### src/rtl/sdm_cic_decimator_if.sv
// Purpose: sample bus for the SDM CIC decimator (1-bit stream in, 16-bit PCM out).
// Latency: n/a (wires only).
// Backpressure: none; the bit source drives valid_in freely, the consumer must take every valid_out strobe.
//   master (bit source / sample sink): drives valid_in, sdm_in; observes valid_out, audio_out
//   slave  (decimator):                 observes valid_in, sdm_in; drives valid_out, audio_out
interface sdm_cic_decimator_if;
    logic               valid_in;
    logic               sdm_in;
    logic               valid_out;
    logic signed [15:0] audio_out;

    modport master (
        output valid_in,
        output sdm_in,
        input  valid_out,
        input  audio_out
    );

    modport slave (
        input  valid_in,
        input  sdm_in,
        output valid_out,
        output audio_out
    );
endinterface

### src/rtl/sdm_cic_decimator.sv
// Purpose: CIC decimator turning a 1-bit sigma-delta stream into saturated 16-bit signed PCM.
// Latency: valid_out pulses 2 edges after the edge accepting the last bit of each R-bit block.
// Backpressure: none; a bit is accepted on every cycle with valid_in high, output is a strobe.
//   clk, rst_n : clock, asynchronous active-low reset
//   bus        : slave side of sdm_cic_decimator_if (valid_in/sdm_in in, valid_out/audio_out out)
module sdm_cic_decimator #(
    parameter int ORDER  = 3,
    parameter int LOG2_R = 6
) (
    input  logic               clk,
    input  logic               rst_n,
    sdm_cic_decimator_if.slave bus
);
    localparam int W  = ORDER * LOG2_R + 2;
    localparam int SH = ORDER * LOG2_R - 15;
    localparam int WC = $clog2(ORDER + 1);

    localparam logic signed [W-1:0] POS_MAX = W'(32767);
    localparam logic signed [W-1:0] NEG_MIN = W'(-32768);

    logic signed [W-1:0] x;
    logic signed [W-1:0] integ      [ORDER];
    logic signed [W-1:0] integ_nxt  [ORDER];
    logic [LOG2_R-1:0]   phase;
    logic                dec_edge;
    logic                dec_strobe;
    logic signed [W-1:0] dec_sample;
    logic signed [W-1:0] comb_in    [ORDER];
    logic signed [W-1:0] comb_dly   [ORDER];
    logic signed [W-1:0] comb_res;
    logic signed [W-1:0] comb_out;
    logic                comb_vld;
    logic [WC-1:0]       warm_cnt;
    logic signed [W-1:0] scaled;
    logic signed [15:0]  sat;

    assign x        = bus.sdm_in ? W'(1) : '1;
    assign dec_edge = bus.valid_in && (phase == '1);

    // Integrator cascade evaluated combinationally so that the last stage
    // already includes the bit accepted on the decimation edge.
    always_comb begin
        logic signed [W-1:0] acc;
        acc = x;
        for (int k = 0; k < ORDER; k++) begin
            acc          = integ[k] + acc;
            integ_nxt[k] = acc;
        end
    end

    always_ff @(posedge clk or negedge rst_n) begin
        if (!rst_n) begin
            for (int k = 0; k < ORDER; k++) integ[k] <= '0;
            phase      <= '0;
            dec_sample <= '0;
            dec_strobe <= 1'b0;
        end else begin
            dec_strobe <= dec_edge;
            if (bus.valid_in) begin
                for (int k = 0; k < ORDER; k++) integ[k] <= integ_nxt[k];
                phase <= phase + 1'b1;
            end
            if (dec_edge) dec_sample <= integ_nxt[ORDER-1];
        end
    end

    // Comb cascade: stage k sees comb_in[k] and subtracts its own delayed input.
    always_comb begin
        logic signed [W-1:0] acc;
        acc = dec_sample;
        for (int k = 0; k < ORDER; k++) begin
            comb_in[k] = acc;
            acc        = acc - comb_dly[k];
        end
        comb_res = acc;
    end

    // The first ORDER decimated samples are filter transients: they still
    // advance the comb delays but are never presented on the output.
    always_ff @(posedge clk or negedge rst_n) begin
        if (!rst_n) begin
            for (int k = 0; k < ORDER; k++) comb_dly[k] <= '0;
            comb_out <= '0;
            comb_vld <= 1'b0;
            warm_cnt <= '0;
        end else begin
            comb_vld <= 1'b0;
            if (dec_strobe) begin
                for (int k = 0; k < ORDER; k++) comb_dly[k] <= comb_in[k];
                comb_out <= comb_res;
                if (warm_cnt == WC'(ORDER)) begin
                    comb_vld <= 1'b1;
                end else begin
                    warm_cnt <= warm_cnt + 1'b1;
                end
            end
        end
    end

    // Gain is R**ORDER; dropping SH bits puts full scale at +/-2**15,
    // so +full scale lands one above 32767 and is clipped.
    assign scaled = comb_out >>> SH;

    always_comb begin
        sat = scaled[15:0];
        if (scaled > POS_MAX) sat = 16'sh7fff;
        else if (scaled < NEG_MIN) sat = 16'sh8000;
    end

    always_ff @(posedge clk or negedge rst_n) begin
        if (!rst_n) begin
            bus.valid_out <= 1'b0;
            bus.audio_out <= '0;
        end else begin
            bus.valid_out <= comb_vld;
            if (comb_vld) bus.audio_out <= sat;
        end
    end
endmodule

### src/flat_wrapper.sv
// flat-port wrapper written by rule: the top's interface ports become plain ports
module sdm_cic_decimator_flat 
#(
    parameter int ORDER  = 3,
    parameter int LOG2_R = 6
)
  (clk, rst_n, bus_valid_in, bus_sdm_in, bus_valid_out, bus_audio_out);
  sdm_cic_decimator_if bus_i ();
  input  logic clk;
  input  logic rst_n;
  input wire logic [$bits(bus_i.valid_in)-1:0] bus_valid_in;
  input wire logic [$bits(bus_i.sdm_in)-1:0] bus_sdm_in;
  output wire logic [$bits(bus_i.valid_out)-1:0] bus_valid_out;
  output wire logic [$bits(bus_i.audio_out)-1:0] bus_audio_out;
  assign bus_i.valid_in = bus_valid_in;
  assign bus_i.sdm_in = bus_sdm_in;
  assign bus_valid_out = bus_i.valid_out;
  assign bus_audio_out = bus_i.audio_out;
  sdm_cic_decimator #(.ORDER(ORDER), .LOG2_R(LOG2_R)) u_core (.clk(clk), .rst_n(rst_n), .bus(bus_i));
endmodule
### config.mk
export PLATFORM = sky130hd
export DESIGN_NAME = sdm_cic_decimator_flat
export DESIGN_NICKNAME = d
export VERILOG_FILES = /design/src/rtl/sdm_cic_decimator_if.sv /design/src/rtl/sdm_cic_decimator.sv /design/src/flat_wrapper.sv
export SDC_FILE = /design/constraint.sdc
export NUM_CORES = 1
export LEC_CHECK = 0
export BUFFER_PORTS_ARGS = -buffer_cell sky130_fd_sc_hd__buf_2
export CORE_MARGIN = 2
export CORE_UTILIZATION = 40
export CTS_CLUSTER_DIAMETER = 200
export CTS_CLUSTER_SIZE = 14
export DETAILED_ROUTE_END_ITERATION = 8
export PLACE_DENSITY = 0.59
export SLEW_MARGIN = 20
export SYNTH_ARGS = -nofsm -noshare
export SYNTH_HDL_FRONTEND = slang
export SYNTH_SLANG_ARGS = --single-unit
### constraint.sdc
create_clock -name clk -period 7.15 [get_ports clk]
set_input_delay 0.715 -clock clk [delete_from_list [all_inputs] [get_ports clk]]
set_output_delay 0.715 -clock clk [all_outputs]
set_load 0.02 [all_outputs]
==> metrics.csv <==
stage;metric;value;unit
run_status;status;complete, no violations;
final_layout;final_cell_mix;dfrtp_1, ha_1, mux2_2;
drt;drtAntennaViolNets;0;
yosys;synth_top_cell_by_area;dfrtp_1;
final_layout;layout_commonest_cell;dfrtp_1;
final_layout;diodes;0;
clock_tree;insertion_delay;0.45;ns
drt;dr_total_vias;8372;
setup_path;cp_max_fo;17;
timing;maxSlewViolCount;0;
final_layout;fin_nets;1364;
floorplan;dieHeight;177.5;um
timing;finClkSkew;0.01259;ns
yosys;synth_edf_count;0;
drt;drt-pass1-iter-count;7;
yosys;synth_cells;1222;
global_routing;grt_first_pass_wirelength;38110;um
place;place.gp.congestion;0.7953;
yosys;syn-num-nets;1347;
place;numPortBuffers;20;
floorplan;die_area;31500;um2
yosys;ys.flop_type;dfrtp_1;
final_layout;drive_gt1_share;14.38;%
global_routing;antenna_found_initial;0;
yosys;netlist_area;12040;um2
floorplan;die_w;177.5;um
final_layout;nFillCells;2864;
timing;max_freq;167.6;MHz
yosys;ys_async_sr_fraction;100.0;%
yosys;syn_area_per_cell;9.851;um2
setup_path;path_class;in -> reg;
clock_tree;cts-resized-gates;0;
timing;rsz0062_at_grt;no;
global_routing;top_usage_layer;met2;
yosys;yosysUniqueCellTypes;65;
yosys;synth_mux_area_share;9.989;%
clock_tree;h-tree-depth;4;
setup_path;worst_setup_path_end_kind;flop;
global_routing;grt_pass1_vias;8264;
place;dp_hpwl;16030;um
drt;viasPerCell;5.099;
global_routing;grt_max_degree;72;
clock_tree;numCtsBuffers;17;
hold_path;hold_class;in -> async;
timing;period_needed;5.966;ns
floorplan;boundaryPins;21;
yosys;synth_simple_gate_area_share;10.76;%
clock_tree;tritoncts;yes;
final_layout;syn_to_final_growth;9.604;%
timing;worst_pin_slew;0.8498;ns
global_routing;groute.layer.met3.usage;3.449;%
clock_tree;cts_buffer_depth;2;
timing;hold_viol;0;
global_routing;overflow;0;
yosys;synth_seq_area_share;38.25;%
yosys;synthTopCellsByArea;dfrtp_1, ha_1, mux2_2, xnor2_1, o21ai_0;
drt;drc;0;
yosys;synth-xor-area-share;7.795;%
yosys;synth_compound_area_share;15.27;%
clock_tree;cts_hold_buffers;0;
clock_tree;path_clk_slew;0.07;ns
yosys;ys_seq_elements;184;
yosys;yosys.area_share.adder;14.14;%
setup_path;arrival;6.33;ns
setup_path;critPathTopFamily;compound AO/OA/AOI/OAI gates;
flow_run;cap_violations;0;
floorplan;num_rows;63;
drt;wl_per_cell;13.34;um
yosys;yosysWarningCount;0;
global_routing;track_usage;14.81;%
timing;period_share;83.43;%
timing;maxSlewHeadroom;43.35;%
timing;setup_violations;0;
clock_tree;cts_setup_buffers;0;
clock_tree;root_buffer;clkbuf_16;
yosys;synth_top_family_by_area;compound AO/OA/AOI/OAI gates;
setup_path;required;7.51;ns
drt;routed_wl;21900;um
setup_path;max_stage_delay;0.37;ns
global_routing;use_met1;18.55;%
setup_path;path_buf_inv;3;
timing;finalSetupTns;0;ns
floorplan;coreArea;29640;um2
setup_path;start_kind;input port;
clock_tree;cts_sinks;184;
global_routing;met2_usage;25.02;%
setup_path;worst_path_max_delay_cell;a2111oi_2;
yosys;yosysTopAreaCellShare;38.25;%
drt;dr.first_iter.drc_count;346;
floorplan;initial_core_util;40.62;%
==> per-layer routing <==
metal | share of wire, % | vias up
met5 | 0 | -
met4 | 2.0 | 0
met3 | 2.7 | 29
met2 | 46 | 71
met1 | 49 | 3907
li1 | - | 4365
==> kinds of logic after synthesis <==
| logic type | Yosys count |
|---|---|
| buf+inv | 122 |
| simple gates | 271 |
| flops | 184 |
| xor+xnor | 104 |
| fa+ha+maj | 136 |
| compound gates | 298 |
| mux | 107 |
==> per-stage QoR <==
stage / hold slack, ns / setup slack [ns] / instance area [um2] / utilization (%) / std cells
2_1_floorplan: 0.3519 / 1.162 / 12040 / - / 1222
3_3_place_gp: 0.4593 / 0.9096 / 12580 / 42.45 / 1610
3_5_place_dp: 0.4647 / 0.7581 / 12580 / 42.45 / 1610
4_1_cts: 0.2761 / 1.196 / 13190 / 44.50 / 1642
5_1_grt: 0.2943 / 0.5642 / 13190 / 44.52 / 1642
6_report: 0.2558 / 1.184 / 13190 / 44.52 / 1642
==> registers in the layout, summed over array words and instances (netlist names) <==
| signal | count |
|---|---|
| u_core.comb_vld | 1 |
| u_core.warm_cnt | 2 |
| u_core.dec_strobe | 1 |
| u_core.bus.valid_out | 1 |
| u_core.comb_out | 17 |
| u_core.comb_dly | 60 |
| u_core.integ | 60 |
| u_core.bus.audio_out | 16 |
| u_core.phase | 6 |
| u_core.dec_sample | 20 |
==> synthesized netlist by cell type, types with 4 or more instances <==
| master | instances |
|---|---|
| o31ai_1 | 5 |
| o21ai_1 | 9 |
| maj3_1 | 15 |
| or3_1 | 7 |
| xnor2_1 | 75 |
| xor2_1 | 27 |
| nand3_1 | 15 |
| o211ai_1 | 5 |
| a21oi_1 | 82 |
| ha_1 | 116 |
| mux2_2 | 105 |
| and2_1 | 5 |
| nand2b_1 | 13 |
| o21bai_1 | 13 |
| and4_1 | 4 |
| a211o_1 | 5 |
| a21o_1 | 27 |
| o21ai_0 | 86 |
| and3_1 | 10 |
| nand2_1 | 80 |
| o21a_1 | 11 |
| clkbuf_1 | 23 |
| nor2b_1 | 17 |
| buf_1 | 5 |
| dfrtp_1 | 184 |
| inv_1 | 92 |
| a211oi_1 | 15 |
| nor3_1 | 14 |
| nand4_1 | 10 |
| fa_1 | 5 |
| a31oi_1 | 7 |
| nor2_1 | 79 |
| a31o_2 | 4 |
==> final cells by class <==
type | instances | area (um2) | area share (%)
Clock buffer | 19 | 442.9 | 3.357
Clock inverter | 13 | 165.2 | 1.252
Inverter | 94 | 352.8 | 2.674
Multi-Input combinational cell | 916 | 6983 | 52.93
Sequential cell | 184 | 4608 | 34.93
Tap cell | 390 | 488.0 | 3.698
Timing Repair Buffer | 26 | 153.9 | 1.166
==> final timing paths <==
check / endpoint / cells after the start / startpoint / slack [ns]
max in group asynchronous: u_core.comb_dly[32]$_DFFE_PN0P_ / 2 / rst_n / 5.65
setup reg to reg: u_core.comb_out[19]$_DFFE_PN0P_ / 28 / u_core.dec_sample[0]$_DFFE_PN0P_ / 1.23
hold reg to reg: u_core.comb_dly[13]$_DFFE_PN0P_ / 2 / u_core.comb_dly[13]$_DFFE_PN0P_ / 0.48
hold / removal: u_core.comb_dly[3]$_DFFE_PN0P_ / 1 / rst_n / 0.26
min in group clk: u_core.comb_dly[13]$_DFFE_PN0P_ / 2 / u_core.comb_dly[13]$_DFFE_PN0P_ / 0.48
setup / recovery: u_core.integ[19]$_DFFE_PN0P_ / 26 / bus_sdm_in / 1.18
Power is left out: the tool's default activity adds up to more than one toggle a clock period on the data nets, which glitch-free logic cannot reach.
